File: config.mk
export PLATFORM = sky130hd
export DESIGN_NAME = taxi_dispatch_ctrl
export DESIGN_NICKNAME = d
export VERILOG_FILES = /design/src/rtl/taxi_dispatch_ctrl.sv
export SDC_FILE = /design/constraint.sdc
export NUM_CORES = 1
export LEC_CHECK = 0
export ABC_AREA = 1
export ABC_CLOCK_PERIOD_IN_PS = 4950
export CORE_MARGIN = 2
export CORE_UTILIZATION = 55
export CTS_CLUSTER_DIAMETER = 30
export DETAILED_ROUTE_END_ITERATION = 12
export HOLD_SLACK_MARGIN = 0.12
export PLACE_DENSITY = 0.86
export SLEW_MARGIN = 20
export SYNTH_ARGS = -nofsm -noshare
export SYNTH_HDL_FRONTEND = slang
export SYNTH_SLANG_ARGS = --single-unit
export TNS_END_PERCENT = 1
File: constraint.sdc
create_clock -name clock -period 4.95 [get_ports clock]
set_clock_uncertainty 0.1 [all_clocks]
set_input_delay 0.495 -clock clock [delete_from_list [all_inputs] [get_ports clock]]
set_output_delay 0.495 -clock clock [all_outputs]
set_load 0.01 [all_outputs]
File: src/rtl/taxi_dispatch_ctrl.sv
// Taxi dispatch: round-robin seat boarding, trip FSM and meter tick; VIP hire is built only with TAXI_DISPATCH_VIP_EN.
// All outputs registered (one-cycle latency from inputs); no backpressure, requests that cannot be served are dropped, not queued.
module taxi_dispatch_ctrl #(
    parameter int unsigned TICK_DIV = 10
) (
    input  logic       clock,
    input  logic       reset_n,
    input  logic [3:0] board_req,
    input  logic [3:0] alight_req,
    input  logic       vip_req,
    input  logic       vip_end,
    input  logic       go,
    input  logic       shift_end,
    output logic [3:0] seat_occ,
    output logic [3:0] board_gnt,
    output logic [2:0] occ_count,
    output logic       vip_enable,
    output logic       moving,
    output logic       meter_tick,
    output logic       reset_income
);

    localparam int CW = (TICK_DIV > 1) ? $clog2(TICK_DIV) : 1;
    localparam logic [CW-1:0] CNT_MAX = CW'(TICK_DIV - 1);

`ifdef TAXI_DISPATCH_VIP_EN
    typedef enum logic [2:0] {
        ST_IDLE      = 3'd0,
        ST_SHARED    = 3'd1,
        ST_VIP       = 3'd2,
        ST_VIP_DRAIN = 3'd3,
        ST_CLEAR     = 3'd4
    } state_t;
`else
    typedef enum logic [2:0] {
        ST_IDLE   = 3'd0,
        ST_SHARED = 3'd1,
        ST_CLEAR  = 3'd4
    } state_t;
    logic unused_vip;
    assign unused_vip = vip_req ^ vip_end;
`endif

    state_t        state_q, state_d;
    logic [1:0]    ptr_q, ptr_d;
    logic [CW-1:0] cnt_q, cnt_d;
    logic [3:0]    seat_occ_q, seat_occ_d;
    logic [3:0]    board_gnt_q, board_gnt_d;
    logic [2:0]    occ_count_q, occ_count_d;
    logic          vip_enable_q, vip_enable_d;
    logic          moving_q, moving_d;
    logic          meter_tick_q, meter_tick_d;
    logic          reset_income_q, reset_income_d;

    logic [3:0]    alight_acc;
    logic [3:0]    elig;
    logic [1:0]    idx;
    logic          vip_go;
    logic          board_ok;
    logic          found;
    logic          counting;
    logic          next_in_trip;

    always_comb begin
        state_d        = state_q;
        ptr_d          = ptr_q;
        cnt_d          = '0;
        board_gnt_d    = '0;
        alight_acc     = '0;
        idx            = '0;
        found          = 1'b0;
        vip_go         = 1'b0;
        counting       = 1'b0;
        next_in_trip   = 1'b0;
        meter_tick_d   = 1'b0;
        occ_count_d    = '0;

`ifdef TAXI_DISPATCH_VIP_EN
        vip_go = (state_q == ST_IDLE) && vip_req;
`endif
        if (state_q == ST_SHARED) begin
            alight_acc = alight_req & seat_occ_q;
        end

        // An alight on a seat masks that seat's board request in the same cycle.
        board_ok = (state_q == ST_SHARED) ||
                   ((state_q == ST_IDLE) && !vip_go && !shift_end);
        elig     = board_req & ~seat_occ_q & ~alight_req;

        if (board_ok && (seat_occ_q != 4'hF)) begin
            for (int k = 0; k < 4; k++) begin
                idx = ptr_q + 2'(k);
                if (!found && elig[idx]) begin
                    found            = 1'b1;
                    board_gnt_d[idx] = 1'b1;
                    ptr_d            = idx + 2'd1;
                end
            end
        end

        seat_occ_d = (seat_occ_q & ~alight_acc) | board_gnt_d;
        for (int i = 0; i < 4; i++) begin
            occ_count_d = occ_count_d + {2'b00, seat_occ_d[i]};
        end

        case (state_q)
            ST_IDLE: begin
                if (vip_go)                state_d = state_t'(3'd2);
                else if (shift_end)        state_d = ST_CLEAR;
                else if (board_gnt_d != 0) state_d = ST_SHARED;
            end
            ST_SHARED: begin
                if (seat_occ_d == 4'h0)    state_d = ST_IDLE;
            end
`ifdef TAXI_DISPATCH_VIP_EN
            ST_VIP: begin
                counting = 1'b1;
                if (vip_end)               state_d = ST_VIP_DRAIN;
            end
            ST_VIP_DRAIN:                  state_d = ST_IDLE;
`endif
            ST_CLEAR:                      state_d = ST_IDLE;
            default:                       state_d = ST_IDLE;
        endcase

        if (state_q == ST_SHARED) counting = 1'b1;
        if (counting) begin
            cnt_d        = (cnt_q == CNT_MAX) ? '0 : cnt_q + CW'(1);
            meter_tick_d = (cnt_q == CNT_MAX);
        end

        // Output flags track the state being entered so they line up with state_q.
`ifdef TAXI_DISPATCH_VIP_EN
        vip_enable_d = (state_d == ST_VIP);
        next_in_trip = (state_d == ST_SHARED) || (state_d == ST_VIP);
`else
        vip_enable_d = 1'b0;
        next_in_trip = (state_d == ST_SHARED);
`endif
        moving_d       = next_in_trip && go && (board_gnt_d == 4'h0) && (alight_acc == 4'h0);
        reset_income_d = (state_d == ST_CLEAR);
    end

    always_ff @(posedge clock) begin
        if (!reset_n) begin
            state_q        <= ST_IDLE;
            ptr_q          <= '0;
            cnt_q          <= '0;
            seat_occ_q     <= '0;
            board_gnt_q    <= '0;
            occ_count_q    <= '0;
            vip_enable_q   <= 1'b0;
            moving_q       <= 1'b0;
            meter_tick_q   <= 1'b0;
            reset_income_q <= 1'b0;
        end else begin
            state_q        <= state_d;
            ptr_q          <= ptr_d;
            cnt_q          <= cnt_d;
            seat_occ_q     <= seat_occ_d;
            board_gnt_q    <= board_gnt_d;
            occ_count_q    <= occ_count_d;
            vip_enable_q   <= vip_enable_d;
            moving_q       <= moving_d;
            meter_tick_q   <= meter_tick_d;
            reset_income_q <= reset_income_d;
        end
    end

    assign seat_occ     = seat_occ_q;
    assign board_gnt    = board_gnt_q;
    assign occ_count    = occ_count_q;
    assign vip_enable   = vip_enable_q;
    assign moving       = moving_q;
    assign meter_tick   = meter_tick_q;
    assign reset_income = reset_income_q;

endmodule

==> results of run 1 <==
layout make-up:
class	instances	share of cell area, %
tap	31	2.13
multi-input combinational	151	51.8
inverter	27	5.57
timing repair buffer	25	13.7
clock buffer	4	1.44
sequential	23	25.3
layer usage:
metal | GRT usage (%) | wire length [µm] | vias to the layer above
li1 | - | - | 714
met2 | 35.0 | 1420 | 36
met3 | 4.38 | 156 | 4
met1 | 28.3 | 1460 | 628
met5 | 0 | 0 | -
met4 | 5.78 | 29 | 0
cells in the final DEF, fill, tap and decap left out, types with 2 or more instances in the layout:
cell type,netlist,final
nand2_1,33,33
clkdlybuf4s50_1,0,25
nand3_1,23,23
nor2_1,23,23
dfxtp_1,23,23
inv_1,20,20
nand2_2,13,13
ha_1,13,13
nand4_1,7,7
nor3_1,7,7
o21ai_0,7,7
inv_2,6,6
a21oi_1,4,4
nand4_2,3,3
nand2_4,3,3
clkbuf_4,0,3
o21ai_2,2,2
conb_1,1,2
power by group:
group	switching, mW	internal [mW]
clock network	0.0544	0.0315
registers	0.0135	0.196
logic	0.124	0.0767
flip-flops by register name, summed over array words and instances (netlist names):
name          cells
board_gnt         4
cnt_q             4
meter_tick        1
moving            1
occ_count         3
ptr_q             2
reset_income      1
seat_occ          4
state_q           3
stage by stage:
step | area, µm² | util (%)
floorplan | 1520 | -
global placement | 1790 | 66.8
detailed placement | 1790 | 66.8
CTS | 1820 | 67.8
global route | 1820 | 67.8
finish | 1820 | 67.8
cell families after synthesis:
| group | after synthesis |
|---|---|
| other | 1 |
| adder cells (fa/ha/maj) | 14 |
| flip-flops | 23 |
| AND/OR/NAND/NOR | 117 |
| XOR/XNOR | 2 |
| buffers and inverters | 29 |
| AO/OA/AOI/OAI | 16 |
worst paths after layout:
| kind | end | slack, ps | cells past startpoint |
|---|---|---|---|
| hold reg to reg | cnt_q[0] | 390 | 1 |
| setup / recovery | occ_count[1] | 1620 | 16 |
| hold / removal | cnt_q[0] | 390 | 1 |
| setup reg to reg | occ_count[1] | 1620 | 16 |
worst register-to-register path, stage by stage (launching register included):
cell and delay (ps):
dfxtp_1 560, inv_1 240, ha_1 420, inv_1 110
nand3_1 90, nand2_1 90, nand3_4 110, nor2_1 50
nor2_1 80, nand2_1 60, nand2_1 130, nand2_1 120
fa_1 490, ha_1 220, ha_1 270, nand2_1 60
inv_1 40
==> metrics.yaml, run 1 <==
whs_ps: 394
area_growth_pct: 20.3
critPathMostFrequentCell: "nand2_1"
first_iter_violations: 23
dp.cells: 257
ff_latch_area_um2: 460
timing.final.ws_setup_ps: 1620
synthAdderAreaFrac_pct: 12.1
synth-seq-cells: 23
synth_area_leaders: "dfxtp_1 (30%), ha_1 (11%), nand2_1 (8.2%), nand3_1 (7.6%), nor2_1 (5.7%)"
synth_compound_gate_area_share_pct: 7.78
synth_top_area_share_pct: 30.4
post_drt_wl_per_cell_um: 11.7
die_w_um: 56.4
tritoncts: "done"
tns_ps: 0
grt_overflow: 0
gp_congestion: 0.867
crit_chain: "inv_1 > ha_1 > inv_1 > nand3_1 > nand2_1 > nand3_4 > nor2_1 > nor2_1 > nand2_1 > nand2_1 > nand2_1 > fa_1 > ha_1 > ha_1 > nand2_1 > inv_1"
cp.required_ps: 5070
vias: 1382
cts_sinks: 23
nFillCells: 219
synth.avg_cell_area_um2: 7.49
netlist_area_mm2: 0.00151
power_leakage_nw: 0.833
yosysMostFrequentCell: "nand2_1"
diodes: 0
reg2reg_from: "ptr_q[1]"
hp-start: "cnt_q[0]"
coreArea_mm2: 0.00269
fin_nets: 259
row_count: 19
grt_pass1_vias: 1291
grt_use_total_pct: 21.3
antenna_found_initial: 0
drc: 0
hold_path_class: "reg -> reg"
async_flop_share_pct: 0
clkTransAtPathRegs_ps: 120
fmax_ghz: 0.301
viasPerCell: 5.30
ctsHoldBuffers: 0
ys_warn_count: 0
grt_pass1_wl_um: 5500
initial_utilization_pct: 56.3
wl_um: 3070
postCtsResizedCells: 0
cp_slowest_cell: "dfxtp_1"
final_cells: 261
startpoint: "ptr_q[1]"
ios: 29
power_mw: 0.497
cp_top_family: "adder cells"
layout-drive-gt1-share_pct: 15.2
multiInputGateArea_um2: 943
antenna_left: 0
dp_hpwl_um: 2370
post-place-ws_ps: 1650
grt_max_degree: 13
crit_fanout: 9
hold_viol_final: 0
worst_setup_path_start_kind: "register"
yosys.area_share.simple_pct: 40.9
maxSlewViolCount: 0
crit_path_max_incr_delay_ps: 560
drv_cap: 0
criticalPathCategory: "reg -> reg"
netlist_instances: 202
cts_setup_buffers: 0
cellPowerDensity_mw_per_mm2: 273
synthFlopType: "dfxtp_1"
worstSetupEndpointType: "register"
synth_xor_area_share_pct: 1.16
synth-seq-area-share_pct: 30.4
cts_made_buffers: 3
cts_max_level: 1
finalCriticalPeriod_ps: 3330
min_period_over_period_pct: 67.2
status: "finished clean"
setup_viol: 0
io_buffers: 25
path_buf_inv: 3
insertion_delay_ps: 310
synth_common_cells: "nand2_1 (33), dfxtp_1 (23), nand3_1 (23), nor2_1 (23), inv_1 (20)"
die_y_um: 56.4
grt_setup_unrepaired: "no"
dr.pass1.iters: 4
peakVddDrop_mv: 0.230
cts_root_buf: "clkbuf_4"
worstPathArrival_ps: 3450
synth_largest_area_cell: "dfxtp_1"
clk_path_buf_depth: 2
synth_edf_count: 0
die_area_mm2: 0.00319
synth_top_family_by_area: "simple AND/OR/NAND/NOR gates"
synthMuxAreaShare_pct: 0
ys_types: 30
Note: power is estimated with default switching activity, not from simulation.
==> run 2, diff against run 1 <==
--- a/config.mk
+++ b/config.mk
@@ -6,13 +6,13 @@
 export NUM_CORES = 1
 export LEC_CHECK = 0
 export ABC_AREA = 1
-export ABC_CLOCK_PERIOD_IN_PS = 4950
+export ABC_CLOCK_PERIOD_IN_PS = 3320
 export CORE_MARGIN = 2
-export CORE_UTILIZATION = 55
+export CORE_UTILIZATION = 51
 export CTS_CLUSTER_DIAMETER = 30
 export DETAILED_ROUTE_END_ITERATION = 12
 export HOLD_SLACK_MARGIN = 0.12
-export PLACE_DENSITY = 0.86
+export PLACE_DENSITY = 0.81
 export SLEW_MARGIN = 20
 export SYNTH_ARGS = -nofsm -noshare
 export SYNTH_HDL_FRONTEND = slang
==> constraint.sdc (replaced) <==
create_clock -name clock -period 3.32 [get_ports clock]
set_clock_uncertainty 0.1 [all_clocks]
set_input_delay 0.332 -clock clock [delete_from_list [all_inputs] [get_ports clock]]
set_output_delay 0.332 -clock clock [all_outputs]
set_load 0.01 [all_outputs]
==> run 2 against run 1 <==
  * Critical path depth unchanged
  * Sequential share of layout area decreased by 0.63 points
  * Hold slack improved by 1.2 ps
==> metrics.yaml, run 2 (synthesized netlist as in run 1, its figures left out) <==
ctsHoldBuffers: 0  # unchanged
reg2reg_from: "ptr_q[1]"
grt_setup_unrepaired: "no"
io_buffers: 25  # unchanged
power_leakage_nw: 0.863  # +3.6%
hold-path-cell-count: 1  # unchanged
wl_um: 3190  # +4.1%
maxSlewViolCount: 0  # unchanged
tritoncts: "done"
area_growth_pct: 23.4
r2r_slack_ps: 440  # -1180 ps
hp-start: "cnt_q[0]"
final_cell_mix: "nand2_1 (33), clkdlybuf4s50_1 (25), nand3_1 (23), nor2_1 (23), dfxtp_1 (23)"
hold_path_class: "reg -> reg"
final_common_cell: "nand2_1"
whs_ps: 395  # +1.21 ps
worst_setup_path_start_kind: "register"
die_w_um: 58.5  # +3.6%
grt_use_total_pct: 19.9  # -1.5 points
reg2reg_depth: 16  # unchanged
status: "finished clean"
seqPwrFrac_pct: 40.2  # -2.0 points
postCtsResizedCells: 0  # unchanged
cellPowerDensity_mw_per_mm2: 405  # +48%
die_y_um: 58.5  # +3.6%
clkTransAtPathRegs_ps: 120  # about the same
cts_root_buf: "clkbuf_4"
hold_end: "cnt_q[0]"
cts_max_level: 1  # unchanged
min_period_over_period_pct: 86.8  # +20 points
antenna_left: 0  # unchanged
finalCriticalPeriod_ps: 2880  # -446 ps
path_buf_inv: 3  # unchanged
dr.pass1.iters: 4  # unchanged
crit_path_max_incr_delay_ps: 450  # -110 ps
clock_power_share_pct: 17.0  # -0.3 points
initial_utilization_pct: 54.4  # -1.9 points
grt_pass1_wl_um: 5330  # -3.1%
row_count: 19  # unchanged
cts_setup_buffers: 0  # unchanged
share_comb_of_total_power_pct: 42.8  # +2.3 points
viasPerCell: 5.24  # -0.97%
p_int_mw: 0.463  # +52%
grt_max_degree: 14  # +1
peakVddDrop_mv: 0.412  # +79%
coreArea_mm2: 0.00278  # +3.5%
worstPathArrival_ps: 3010  # -440 ps
drv_cap: 0  # unchanged
fmax_ghz: 0.347  # +15%
crit_chain: "inv_1 > ha_1 > inv_1 > nand2_2 > nand2_4 > nand3_1 > nand2_1 > nor2_1 > nand2_1 > nand2_2 > nand2_1 > fa_1 > ha_1 > ha_1 > nand2_1 > inv_1"
hold_viol_final: 0  # unchanged
critPathMostFrequentCell: "nand2_1"
ios: 29  # unchanged
dp_hpwl_um: 2580  # +8.9%
cts_sinks: 23  # unchanged
grt_overflow: 0  # unchanged
die_area_mm2: 0.00342  # +7.3%
cp.required_ps: 3440  # -1630 ps
drc: 0  # unchanged
cp_slowest_cell: "fa_1"
worstSetupEndpointType: "register"
switchingPower_mw: 0.293  # +52%
setup_viol: 0  # unchanged
layout-drive-gt1-share_pct: 17.8  # +2.6 points
post_drt_wl_per_cell_um: 12.0  # +1.8%
tns_ps: 0  # unchanged
vias: 1400  # +1.3%
diodes: 0  # unchanged
switching_share_pct: 38.8  # about the same
crit_fanout: 6  # -3
gp_congestion: 0.830  # -4.2%
cp_top_family: "adder cells"
insertion_delay_ps: 310  # about the same
clk_path_buf_depth: 2  # unchanged
antenna_found_initial: 0  # unchanged
nFillCells: 251  # +15%
fin_nets: 265  # +2.3%
cts_made_buffers: 3  # unchanged
r2r_end: "occ_count[1]"
grt_pass1_vias: 1242  # -3.8%
first_iter_violations: 28  # +22%
criticalPathCategory: "reg -> reg"
[run 2: changes by cell type in the layout (fill, tap and decap cells not counted)]
cell      delta
buf_4        +6
clkbuf_1     -1
clkinv_2     +1
[run 2: final cells by class]
class	count	area, µm²	share of cell area (%)
clock buffer	3	22.5	1.21
tap	31	38.8	2.08
timing repair buffer	31	295	15.8
clock inverter	1	5.00	0.268
inverter	27	101	5.43
sequential	23	460	24.7
multi-input combinational	151	943	50.5
[run 2: worst max path at each step]
stage                       start            to  slack (ps)  depth (start not counted)
floorplan                ptr_q[0]  occ_count[1]         400                         16
global placement    alight_req[2]  occ_count[1]         250                         18
detailed placement  alight_req[2]  occ_count[1]         220                         16
CTS                      ptr_q[1]  occ_count[1]         450                         16
global route             ptr_q[1]  occ_count[1]         240                         16
finish                   ptr_q[1]  occ_count[1]         440                         16
[run 2: per-layer routing]
layer / global-route usage (%) / wire [µm] / part of all wire [%] / vias up
met1: 27.2 / 1590 / 50 / 634
li1: - / - / - / 728
met2: 32.3 / 1440 / 45 / 34
met3: 4.84 / 136 / 4.3 / 4
met4: 3.32 / 21 / 0.66 / 0
met5: 0 / 0 / 0 / -
[run 2: power groups by stage]
stage | combinational, mW | clock, mW | sequential (mW)
6_report | 0.324 | 0.128 | 0.304
5_1_grt | 0.357 | 0.142 | 0.306
4_1_cts | 0.323 | 0.132 | 0.304
3_5_place_dp | 0.322 | 0 | 0.310
3_3_place_gp | 0.317 | 0 | 0.309
2_1_floorplan | 0.215 | 0 | 0.319
[run 2: metrics by stage]
step	util (%)	setup slack [ps]	cells	cell area (µm²)	total power [mW]
final	67.1	438	267	1870	0.756
after detailed placement	66.1	222	263	1840	0.632
after CTS	67.1	450	267	1870	0.759
after global placement	66.1	246	263	1840	0.627
after global routing	67.1	243	267	1870	0.805
after floorplan	-	405	203	1520	0.534
